## src/rtl/polar64_enc_arbiter.sv

```systemverilog
// polar64_enc_arbiter: round-robin front end that shares one non-re-entrant polar64 CRC16
// encoder among four requesters, with an encoder timeout and a sticky spurious-done flag.
module polar64_enc_arbiter #(
  parameter int TIMEOUT_CYC = 8
) (
  input  logic        clk,
  input  logic        rst_n,
  input  logic [3:0]  req_valid,
  input  logic [95:0] req_data,
  output logic [3:0]  req_ready,
  output logic        rsp_valid,
  input  logic        rsp_ready,
  output logic [1:0]  rsp_id,
  output logic [63:0] rsp_codeword,
  output logic        rsp_err,
  output logic        enc_start,
  output logic [23:0] enc_data,
  input  logic        enc_done,
  input  logic [63:0] enc_codeword,
  output logic        busy,
  output logic        spurious_done
);
  typedef enum logic [1:0] {IDLE, ISSUE, WAIT, RESP} state_t;
  state_t      state_q, state_d;
  logic [1:0]  last_grant_q, last_grant_d, rsp_id_q, rsp_id_d, gnt;
  logic [23:0] enc_data_q, enc_data_d;
  logic [63:0] rsp_codeword_q, rsp_codeword_d;
  logic [7:0]  wait_cnt_q, wait_cnt_d;
  logic        rsp_err_q, rsp_err_d, rsp_valid_q, rsp_valid_d, spurious_q, spurious_d;
  logic        accept, timeout, in_wait;

  // Scan from lowest to highest priority so the first valid after last_grant wins.
  always_comb begin
    gnt = last_grant_q;
    for (int k = 4; k >= 1; k--)
      gnt = req_valid[last_grant_q + 2'(k)] ? last_grant_q + 2'(k) : gnt;
  end

  assign accept  = (state_q == IDLE) && (|req_valid);
  assign in_wait = state_q == WAIT;
  assign timeout = wait_cnt_q == 8'(TIMEOUT_CYC - 1);

  always_ff @(posedge clk or negedge rst_n) begin
    if (!rst_n) begin
      state_q        <= IDLE;
      last_grant_q   <= 2'd3;
      rsp_id_q       <= '0;
      enc_data_q     <= '0;
      rsp_codeword_q <= '0;
      wait_cnt_q     <= '0;
      rsp_err_q      <= 1'b0;
      rsp_valid_q    <= 1'b0;
      spurious_q     <= 1'b0;
    end else begin
      state_q        <= state_d;
      last_grant_q   <= last_grant_d;
      rsp_id_q       <= rsp_id_d;
      enc_data_q     <= enc_data_d;
      rsp_codeword_q <= rsp_codeword_d;
      wait_cnt_q     <= wait_cnt_d;
      rsp_err_q      <= rsp_err_d;
      rsp_valid_q    <= rsp_valid_d;
      spurious_q     <= spurious_d;
    end
  end

  always_comb begin
    state_d = accept                              ? ISSUE :
              (state_q == ISSUE)                  ? WAIT  :
              (in_wait && (enc_done || timeout))  ? RESP  :
              (state_q == RESP && rsp_ready)      ? IDLE  : state_q;
  end

  // enc_done takes precedence over a timeout landing in the same cycle.
  always_comb begin
    last_grant_d   = accept ? gnt : last_grant_q;
    rsp_id_d       = accept ? gnt : rsp_id_q;
    enc_data_d     = accept ? req_data[32'(gnt) * 24 +: 24] : enc_data_q;
    wait_cnt_d     = (state_q == ISSUE) ? 8'd0 : in_wait ? wait_cnt_q + 8'd1 : wait_cnt_q;
    rsp_codeword_d = (in_wait && enc_done) ? enc_codeword : (in_wait && timeout) ? 64'd0 : rsp_codeword_q;
    rsp_err_d      = (in_wait && enc_done) ? 1'b0 : (in_wait && timeout) ? 1'b1 : rsp_err_q;
    rsp_valid_d    = state_d == RESP;
    spurious_d     = spurious_q | (enc_done && !in_wait);
  end

  always_comb begin
    req_ready     = (rst_n && accept) ? 4'b0001 << gnt : 4'b0000;
    enc_start     = state_q == ISSUE;
    busy          = state_q != IDLE;
    rsp_valid     = rsp_valid_q;
    rsp_id        = rsp_id_q;
    rsp_codeword  = rsp_codeword_q;
    rsp_err       = rsp_err_q;
    enc_data      = enc_data_q;
    spurious_done = spurious_q;
  end
endmodule
```

## config.mk

```make
export PLATFORM = sky130hd
export DESIGN_NAME = polar64_enc_arbiter
export DESIGN_NICKNAME = d
export VERILOG_FILES = /design/src/rtl/polar64_enc_arbiter.sv
export SDC_FILE = /design/constraint.sdc
export NUM_CORES = 1
export LEC_CHECK = 0
export CAP_MARGIN = 20
export CORE_MARGIN = 2
export CORE_UTILIZATION = 39
export DETAILED_ROUTE_END_ITERATION = 7
export GPL_TIMING_DRIVEN = 0
export HOLD_SLACK_MARGIN = 0.06
export PLACE_DENSITY = 0.81
export SLEW_MARGIN = 20
export SYNTH_ARGS = -nofsm -noshare
export SYNTH_HDL_FRONTEND = slang
export SYNTH_SLANG_ARGS = --single-unit
```

## constraint.sdc

```tcl
create_clock -name clk -period 2.5 [get_ports clk]
set_input_delay 0.5 -clock clk [delete_from_list [all_inputs] [get_ports clk]]
set_output_delay 0.5 -clock clk [all_outputs]
set_load 0.01 [all_outputs]
```

==> flow_metrics.env, run 1 <==
export IMPL_status="finished, final reports clean"
export IMPL_htreeDepth=3
export IMPL_total_power_mw=9.60
export IMPL_insertion_delay_ns=0.34
export IMPL_post_route_drc_count=0
export IMPL_ir_worst_vdd_uv=630
export IMPL_stdcell_count=898
export IMPL_dp_slack_ns=-0.991
export IMPL_synth_top_cell_by_area="dfrtp_1"
export IMPL_worstHoldPathType="in2async"
export IMPL_grt_pass1_vias=5214
export IMPL_portBuffers=264
export IMPL_dp_cells=868
export IMPL_ff2ff_path_depth=7
export IMPL_wirelength_um=17900
export IMPL_cts_clk_slew_worst_paths_ns=0.07
export IMPL_power_clock_fraction=0.139
export IMPL_die_w_um=115
export IMPL_cpMaxStageDelayCell="o311a_4"
export IMPL_worst_setup_path_start_kind="primary input"
export IMPL_pwr_share_seq=0.313
export IMPL_drt_iter0_drc=259
export IMPL_synth_edff_count=0
export IMPL_firstDrtPassIters=7
export IMPL_rsz0062_at_grt="yes"
export IMPL_max_freq_mhz=404
export IMPL_place_congestion=0.899
export IMPL_power_density_nw_per_um2=1170
export IMPL_yosys_warnings=0
export IMPL_cts_buffers_inserted=9
export IMPL_dp_hpwl_um=13400
export IMPL_start_util=0.400
export IMPL_final_layout_size_suffix_gt1_frac=0.0932
export IMPL_grt_pass1_wl_um=27000
export IMPL_grt_max_degree=65
export IMPL_switchingPower_mw=3.63
export IMPL_fin_tns_setup_ns=0
export IMPL_worstMarginPinSlew_ns=0.698
export IMPL_fin_worst_skew_ns=0.00635
export IMPL_holdBufCountCts=0
export IMPL_combPwrFrac=0.548
export IMPL_die_h_um=115
export IMPL_via_per_inst=5.54
export IMPL_clock_path_buffers=2
export IMPL_max_stage_delay_ns=0.37
export IMPL_hold_viol=0
export IMPL_reg2reg_setup_slack_ns=0.18
export IMPL_core_area_um2=12100
export IMPL_wl_per_cell_um=19.9
export IMPL_fin_hold_ws_ns=0.0807
export IMPL_crit_path_max_fanout=7
export IMPL_vias=4976
export IMPL_avgSynthCellArea_um2=11.1
export IMPL_leakagePower_nw=3.42
export IMPL_netlist_area_leader_share=0.535
export IMPL_critPathTopFamily="buffers and inverters"
export IMPL_critical_path_reg2reg_endpoint="enc_data[22]$_DFFE_PN0P_"
export IMPL_path_common_cell="buf_6"
export IMPL_root_buffer="clkbuf_16"
export IMPL_clock_sinks=105
export IMPL_path_cells="clkdlybuf4s15_1 -> buf_6 -> o311a_4 -> o31ai_4 -> buf_6 -> and3_1 -> buf_2"
export IMPL_fin_crit_ns=2.48
export IMPL_ys_ff_latch=105
export IMPL_antenna_found_initial=0
export IMPL_final_nets=898
export IMPL_async_reset_ff_frac=1.00
export IMPL_synth_seq_area_share=0.546
export IMPL_cts_tree="yes"
export IMPL_synth_cells=435
export IMPL_cap_violations=0
export IMPL_ys_types=48
export IMPL_setup_viol=0
export IMPL_slew_viol_final=0
export IMPL_worstSetupPathType="in2out"
export IMPL_diodes=0
export IMPL_required_ns=2.00
export IMPL_synth_flop_cell="dfrtp_1"
export IMPL_switching_share=0.378
export IMPL_synth_fp_nets=608
export IMPL_grt_usage=0.264
export IMPL_dieArea_um2=13300
export IMPL_grt_overflow_total=0
export IMPL_setup_ws_ns=0.0218
export IMPL_p_int_mw=5.97
export IMPL_end_kind="output port"
export IMPL_fp_row_count=40
export IMPL_fin_crit_sh=0.991
export IMPL_synth_area_um2=4820
export IMPL_path_buf_inv=4
export IMPL_ant_nets=0
export IMPL_reg2reg_from="last_grant_q[1]$_DFFE_PN1P_"
export IMPL_critical_path_arrival_ns=1.98
export IMPL_relSlewSlack=0.532
export IMPL_syn_to_final_growth_pct=69.8
export IMPL_io_pins=267
export IMPL_synth_top_cells_by_area="dfrtp_1 (53%), a22o_1 (12%), a21oi_1 (2.7%)"
[synth_stat cells (3+ instances only)]
library cell / count
a21oi_1: 26
a221o_1: 11
a221oi_1: 13
a22o_1: 65
a31oi_1: 4
and3_1: 5
buf_2: 10
buf_6: 3
clkbuf_1: 23
dfrtp_1: 103
ha_1: 5
inv_1: 8
mux2i_1: 10
nand2_1: 10
nand2b_1: 7
nand3_1: 23
nor2_1: 23
o21ai_0: 25
o21ai_1: 6
o22a_1: 11
o22ai_1: 10
[layout by cell type, fill, tap and decap left out, drive strengths merged, types with 4 or more instances in the layout]
master | netlist | layout
a21oi | 26 | 26
clkbuf | 23 | 34
mux2i | 10 | 10
a31oi | 4 | 4
a221oi | 13 | 13
nand2 | 10 | 10
o22a | 11 | 11
and3 | 5 | 5
buf | 16 | 35
o21ai | 31 | 31
nand3 | 23 | 23
dfrtp | 103 | 103
inv | 9 | 11
o22ai | 10 | 10
nor2 | 23 | 23
clkdlybuf4s50 | 0 | 257
a22o | 65 | 65
a221o | 11 | 11
ha | 5 | 5
nand2b | 7 | 7
[kinds of logic (layout without fill, tap and decap cells)]
kind of cell | Yosys count | count (layout) | synth area share
AOI/OAI and AO/OA | 183 | 183 | 0.285
DFF | 105 | 105 | 0.546
buffers and inverters | 48 | 343 | 0.0454
adders and majority gates | 5 | 5 | 0.0130
muxes | 10 | 10 | 0.0208
xor gates and xnor gates | 3 | 3 | 0.00545
and+or+nand+nor | 81 | 81 | 0.0846
[state kept, by name (all words and copies together) (netlist names)]
name / count
enc_data: 24
last_grant_q: 2
rsp_codeword: 64
rsp_err: 1
rsp_id: 2
rsp_valid: 1
spurious_done: 1
state_q: 2
wait_cnt_q: 8
[stage by stage]
stage               area, um2   util
floorplan                4820      -
global placement         7670  0.636
detailed placement       7700  0.638
CTS                      8130  0.674
global route             8180  0.678
finish                   8180  0.678
[worst max path at each step]
| stage | startpoint | end | cells after the start |
|---|---|---|---|
| 5_1_grt | last_grant_q[0]$_DFFE_PN1P_ | req_ready[1] | 7 |
| 3_5_place_dp | req_valid[1] | req_ready[3] | 7 |
| 3_3_place_gp | rst_n | req_ready[3] | 3 |
| 6_report | req_valid[1] | req_ready[3] | 7 |
| 4_1_cts | last_grant_q[1]$_DFFE_PN1P_ | req_ready[1] | 7 |
| 2_1_floorplan | req_valid[0] | req_ready[3] | 5 |
[power by group through the flow]
stage | sequential [mW] | combinational, mW | clock (mW)
after floorplan | 3.24 | 2.20 | 0
after global placement | 2.98 | 4.83 | 0
after detailed placement | 2.99 | 4.98 | 0
after CTS | 2.99 | 5.18 | 1.37
after global routing | 3.08 | 5.64 | 1.44
final | 3.00 | 5.26 | 1.34
[worst reg2reg max path: stages (launching register included)]
cell      delay (ns)
dfstp_2         0.55
buf_4           0.14
nand2b_1        0.16
a21oi_1         0.11
nor3_2          0.54
buf_4           0.34
mux2i_1         0.24
o22ai_1         0.11
[timing repair]
action | in CTS | in global routing
pin swaps | 6 | 5
endpoints found under the setup margin | 4 | 4
buffers inserted | 7 | 8
hold endpoints to repair | 0 | 0
resized for setup | 35 | 8
[final cells by class]
class	instances	area, um2
fillers	938	3880
repair buffers	280	2760
flip-flops and latches	105	2630
multi-input cells	282	2040
clock buffers	10	229
plain buffers	38	226
well taps	168	210
clock inverters	6	50.0
inverters	9	33.8
[routing by layer]
layer  up-vias  part of all wire  wire length (um)  global-route usage
met5         -                 0                 0                   0
met4         0             0.034               608               0.115
met3        39              0.11              1880              0.0891
met2       289              0.49              8760               0.461
met1      2413              0.37              6630               0.294
li1       2235                 -                 -                   -
Note: power is estimated with default switching activity, not from simulation.
==> inputs of run 2 (changes only) <==
--- a/config.mk
+++ b/config.mk
@@ -7,11 +7,11 @@
 export LEC_CHECK = 0
 export CAP_MARGIN = 20
 export CORE_MARGIN = 2
-export CORE_UTILIZATION = 39
+export CORE_UTILIZATION = 45
 export DETAILED_ROUTE_END_ITERATION = 7
+export DONT_BUFFER_PORTS = 1
 export GPL_TIMING_DRIVEN = 0
 export HOLD_SLACK_MARGIN = 0.06
-export PLACE_DENSITY = 0.81
 export SLEW_MARGIN = 20
 export SYNTH_ARGS = -nofsm -noshare
 export SYNTH_HDL_FRONTEND = slang
==> flow_metrics.env, run 2 (synthesis gave the netlist of run 1 again) <==
export IMPL_via_per_inst=6.27
export IMPL_grt_usage=0.231
export IMPL_largest_register_ffs=64
export IMPL_antenna_found_initial=0
export IMPL_vias=3742
export IMPL_worstHoldPathType="in2async"
export IMPL_final_nets=629
export IMPL_ant_nets=0
export IMPL_grt_pass1_vias=3775
export IMPL_diodes=0
export IMPL_switchingPower_mw=3.20
export IMPL_critical_path_arrival_ns=1.94
export IMPL_grt_pass1_wl_um=20600
export IMPL_violations="hold timing"
export IMPL_relSlewSlack=0.615
export IMPL_setup_ws_ns=0.0608
export IMPL_switching_share=0.428
export IMPL_grt_max_degree=110
export IMPL_ir_worst_vdd_uv=573
export IMPL_clock_sinks=105
export IMPL_die_w_um=107
export IMPL_dp_hpwl_um=9810
export IMPL_cts_tree="yes"
export IMPL_stdcell_count=597
export IMPL_root_buffer="clkbuf_8"
export IMPL_required_ns=2.00
export IMPL_fp_row_count=37
export IMPL_die_h_um=107
export IMPL_dp_cells=571
export IMPL_worstSetupPathType="reg2out"
export IMPL_final_common_cell="dfrtp_1"
export IMPL_drt_iter0_drc=179
export IMPL_htreeDepth=3
export IMPL_fin_hold_ws_ns=-0.197
export IMPL_p_int_mw=4.27
export IMPL_core_area_um2=10400
export IMPL_insertion_delay_ns=0.37
export IMPL_leakagePower_nw=2.31
export IMPL_firstDrtPassIters=4
export IMPL_io_pins=267
export IMPL_fin_crit_sh=0.976
export IMPL_cts_clk_slew_worst_paths_ns=0.12
export IMPL_grt_overflow_total=0
export IMPL_status="finished with violations"
export IMPL_slew_viol_final=0
export IMPL_setup_viol=0
export IMPL_fin_tns_setup_ns=0
export IMPL_clock_path_buffers=2
export IMPL_power_clock_fraction=0.145
export IMPL_post_route_drc_count=0
export IMPL_dieArea_um2=11600
export IMPL_fin_crit_ns=2.44
export IMPL_pwr_share_seq=0.462
export IMPL_final_layout_size_suffix_gt1_frac=0.119
export IMPL_max_freq_mhz=410
export IMPL_syn_to_final_growth_pct=11.2
export IMPL_rsz0062_at_grt="yes"
export IMPL_start_util=0.465
export IMPL_cts_buffers_inserted=9
export IMPL_end_kind="output port"
export IMPL_crit_path_max_fanout=5
export IMPL_power_density_nw_per_um2=1390
export IMPL_hold_viol=104
export IMPL_wirelength_um=13300
export IMPL_cap_violations=0
export IMPL_worst_setup_path_start_kind="flip-flop"
export IMPL_worstMarginPinSlew_ns=0.573
export IMPL_wl_per_cell_um=22.2
export IMPL_final_cell_mix="dfrtp_1 (103), a22o_1 (65), a21oi_1 (26)"
export IMPL_fin_worst_skew_ns=0.0147
export IMPL_place_congestion=0.819
export IMPL_combPwrFrac=0.393
export IMPL_dp_slack_ns=-0.0828
export IMPL_portBuffers=0
## run 2: changes by cell type in the layout (fill, tap and decap cells not counted), moves of 2 or more
cell	change
buf_4	-4
buf_6	-2
clkbuf_16	-9
clkbuf_2	-2
clkbuf_8	+8
clkdlybuf4s50_1	-257
clkinv_8	+2
## run 2: power by group through the flow
stage / Clock (mW) / Combinational, mW / Sequential, mW
after floorplan: 0 / 2.20 / 3.24
after global placement: 0 / 2.67 / 3.47
after detailed placement: 0 / 2.79 / 3.45
after CTS: 1.12 / 2.89 / 3.44
after global routing: 1.18 / 3.32 / 3.55
final: 1.08 / 2.94 / 3.45
## run 2: through the flow
step / instance area (um2) / utilization / hold slack (ns) / power (mW)
final: 5360 / 0.517 / -0.197 / 7.47
after CTS: 5300 / 0.511 / -0.217 / 7.46
after detailed placement: 4990 / 0.481 / 0.208 / 6.24
after floorplan: 4820 / - / 0.204 / 5.44
after global routing: 5360 / 0.517 / -0.230 / 8.05
after global placement: 4990 / 0.481 / 0.208 / 6.14
## run 2: final timing paths
check,start,cells past startpoint,slack (ns),end
max in group asynchronous,rst_n,0,2.47,last_grant_q[0]$_DFFE_PN1P_
worst min register to register,wait_cnt_q[0]$_DFFE_PN0P_,1,0.53,wait_cnt_q[0]$_DFFE_PN0P_
worst max register to register,last_grant_q[1]$_DFFE_PN1P_,8,0.33,enc_data[15]$_DFFE_PN0P_
min in group clk,enc_done,1,0.24,spurious_done$_DFF_PN0_
worst max-delay path,last_grant_q[1]$_DFFE_PN1P_,5,0.06,req_ready[3]
worst min-delay path,rst_n,0,-0.20,enc_data[13]$_DFFE_PN0P_
## run 2: layer usage
metal	GRT usage	vias up	routed length (um)
met1	0.286	1839	5200
li1	-	1709	-
met2	0.375	184	6620
met3	0.0884	10	1280
met5	0	-	0
met4	0.0696	0	144
## run 2: area by class of cell
class,count,area [um2]
timing repair buffer,12,90.1
clock inverter,7,85.1
inverter,9,33.8
sequential,105,2630
clock buffer,9,124
multi-input combinational,282,2020
buffer,37,206
fill,962,5010
tap,136,170
## run 2: critical path, cell delays in order (launching register included)
cell,delay [ns]
dfstp_2,0.60
inv_2,0.05
o311a_1,0.31
o31ai_4,0.27
buf_6,0.14
and3_4,0.19
## run 2: timing repair
action	in CTS	in global routing
hold endpoints to repair	105	105
gates resized for setup	15	4
buffers inserted	5	7
setup endpoints to repair	4	5
pin swaps	3	4
==> inputs of run 3 (changes only) <==
--- a/config.mk
+++ b/config.mk
@@ -6,9 +6,9 @@
 export NUM_CORES = 1
 export LEC_CHECK = 0
 export CAP_MARGIN = 20
-export CORE_MARGIN = 2
-export CORE_UTILIZATION = 45
+export CORE_AREA = 2 2 104 106
 export DETAILED_ROUTE_END_ITERATION = 7
+export DIE_AREA = 0 0 106 108
 export DONT_BUFFER_PORTS = 1
 export GPL_TIMING_DRIVEN = 0
 export HOLD_SLACK_MARGIN = 0.06
==> flow_metrics.env, run 3 (synthesis gave the netlist of run 1 again) <==
export IMPL_status="finished with violations"
export IMPL_violations="hold timing"
export IMPL_max_stage_delay_ns=0.60
export IMPL_clock_path_buffers=2
export IMPL_worst_setup_path_start_kind="flip-flop"
export IMPL_fin_hold_ws_ns=-0.197
export IMPL_dp_cells=571
export IMPL_total_power_mw=7.56
export IMPL_cp_depth=5
export IMPL_final_nets=624
export IMPL_htreeDepth=3
export IMPL_setup_viol=0
export IMPL_cts_tree="yes"
export IMPL_drt_iter0_drc=184
export IMPL_hold_viol=104
export IMPL_worstHoldPathType="in2async"
export IMPL_reg2reg_from="last_grant_q[1]$_DFFE_PN1P_"
export IMPL_core_area_um2=10200
export IMPL_dp_hpwl_um=9830
export IMPL_fin_area_um2=5350
export IMPL_required_ns=2.00
export IMPL_cts_buffers_inserted=9
export IMPL_power_clock_fraction=0.161
export IMPL_rsz0062_at_grt="yes"
export IMPL_reg2reg_setup_slack_ns=0.29
export IMPL_via_per_inst=6.39
export IMPL_ir_worst_vdd_uv=606
export IMPL_critical_path_arrival_ns=1.96
export IMPL_grt_pass1_vias=3787
export IMPL_final_cell_mix="dfrtp_1 (103), a22o_1 (65), a21oi_1 (26)"
export IMPL_path_cells="inv_2 -> o311a_1 -> o31ai_4 -> buf_6 -> and3_4"
export IMPL_stdcell_count=592
export IMPL_max_freq_mhz=407
export IMPL_start_util=0.471
export IMPL_critPathTopFamily="compound AO/OA/AOI/OAI gates"
export IMPL_cap_violations=0
export IMPL_grt_pass1_wl_um=20300
export IMPL_switchingPower_mw=3.15
export IMPL_largest_register_ffs=64
export IMPL_insertion_delay_ns=0.37
export IMPL_crit_path_max_fanout=6
export IMPL_antenna_found_initial=0
export IMPL_fin_worst_skew_ns=0.0170
export IMPL_final_common_cell="dfrtp_1"
export IMPL_diodes=0
export IMPL_cts_clk_slew_worst_paths_ns=0.11
export IMPL_final_layout_size_suffix_gt1_frac=0.116
export IMPL_wl_per_cell_um=22.6
export IMPL_die_w_um=106
export IMPL_switching_share=0.416
export IMPL_dp_slack_ns=-0.0692
export IMPL_grt_max_degree=110
export IMPL_grt_usage=0.230
export IMPL_combPwrFrac=0.382
export IMPL_critical_path_reg2reg_endpoint="enc_data[9]$_DFFE_PN0P_"
export IMPL_power_density_nw_per_um2=1410
export IMPL_fin_crit_ns=2.46
export IMPL_p_int_mw=4.41
export IMPL_wirelength_um=13400
export IMPL_fin_tns_setup_ns=0
export IMPL_firstDrtPassIters=5
export IMPL_ff2ff_path_depth=6
export IMPL_root_buffer="clkbuf_8"
export IMPL_placed_cell_area_um2=4990
export IMPL_dieArea_um2=11400
export IMPL_die_h_um=108
export IMPL_path_buf_inv=2
export IMPL_slew_viol_final=0
export IMPL_vias=3780
export IMPL_fp_row_count=37
export IMPL_grt_overflow_total=0
export IMPL_worstMarginPinSlew_ns=0.661
export IMPL_pwr_share_seq=0.457
export IMPL_setup_ws_ns=0.0421
export IMPL_cpMaxStageDelayCell="dfstp_2"
export IMPL_end_kind="output port"
export IMPL_portBuffers=0
export IMPL_post_route_drc_count=0
export IMPL_worstSetupPathType="reg2out"
export IMPL_syn_to_final_growth_pct=10.9
export IMPL_leakagePower_nw=2.29
export IMPL_place_congestion=0.839
export IMPL_io_pins=267
export IMPL_relSlewSlack=0.557
export IMPL_ant_nets=0
export IMPL_clock_sinks=105
export IMPL_fin_crit_sh=0.983
[run 3: changes by cell type in the layout (fill, tap and decap cells not counted), moves of 2 or more]
cell / change
inv_6: +2
bufinv_16: +2
buf_4: -5
clkinv_4: -2
[run 3: repair_timing]
item / CTS / global route
gates resized for setup: 14 / 6
endpoints found under the hold margin: 105 / 105
setup buffers: 3 / 4
setup endpoints to repair: 4 / 4
pin swaps: 5 / 4
[run 3: power groups by stage]
stage | Clock, mW | Sequential [mW] | Combinational, mW
after floorplan | 0 | 3.24 | 2.20
after global placement | 0 | 3.48 | 2.68
after detailed placement | 0 | 3.45 | 2.78
after CTS | 1.24 | 3.45 | 2.86
after global routing | 1.33 | 3.55 | 3.21
final | 1.22 | 3.45 | 2.89
[run 3: how the worst max path moves through the flow]
stage / to / startpoint
6_report: req_ready[3] / last_grant_q[1]$_DFFE_PN1P_
5_1_grt: req_ready[3] / last_grant_q[1]$_DFFE_PN1P_
4_1_cts: req_ready[0] / last_grant_q[0]$_DFFE_PN1P_
3_5_place_dp: req_ready[0] / state_q[0]$_DFF_PN0_
3_3_place_gp: req_ready[1] / state_q[0]$_DFF_PN0_
2_1_floorplan: req_ready[3] / req_valid[0]
[run 3: layout make-up]
| class | count | area, um2 |
|---|---|---|
| inverter | 9 | 33.8 |
| sequential | 105 | 2630 |
| timing repair buffer | 7 | 52.6 |
| tap | 136 | 170 |
| clock inverter | 7 | 110 |
| clock buffer | 9 | 124 |
| buffer | 37 | 205 |
| multi-input combinational | 282 | 2020 |
| fill | 916 | 4890 |
[run 3: metal layers]
| layer | GRT usage | vias up | wire, um |
|---|---|---|---|
| met5 | 0 | - | 0 |
| met4 | 0.0893 | 0 | 259 |
| met3 | 0.0826 | 16 | 1230 |
| met2 | 0.372 | 191 | 6580 |
| met1 | 0.283 | 1873 | 5310 |
| li1 | - | 1700 | - |
[run 3: metrics by stage]
step	util	hold slack, ns
6_report	0.522	-0.197
2_1_floorplan	-	0.204
3_5_place_dp	0.488	0.209
3_3_place_gp	0.488	0.209
4_1_cts	0.518	-0.208
5_1_grt	0.522	-0.219
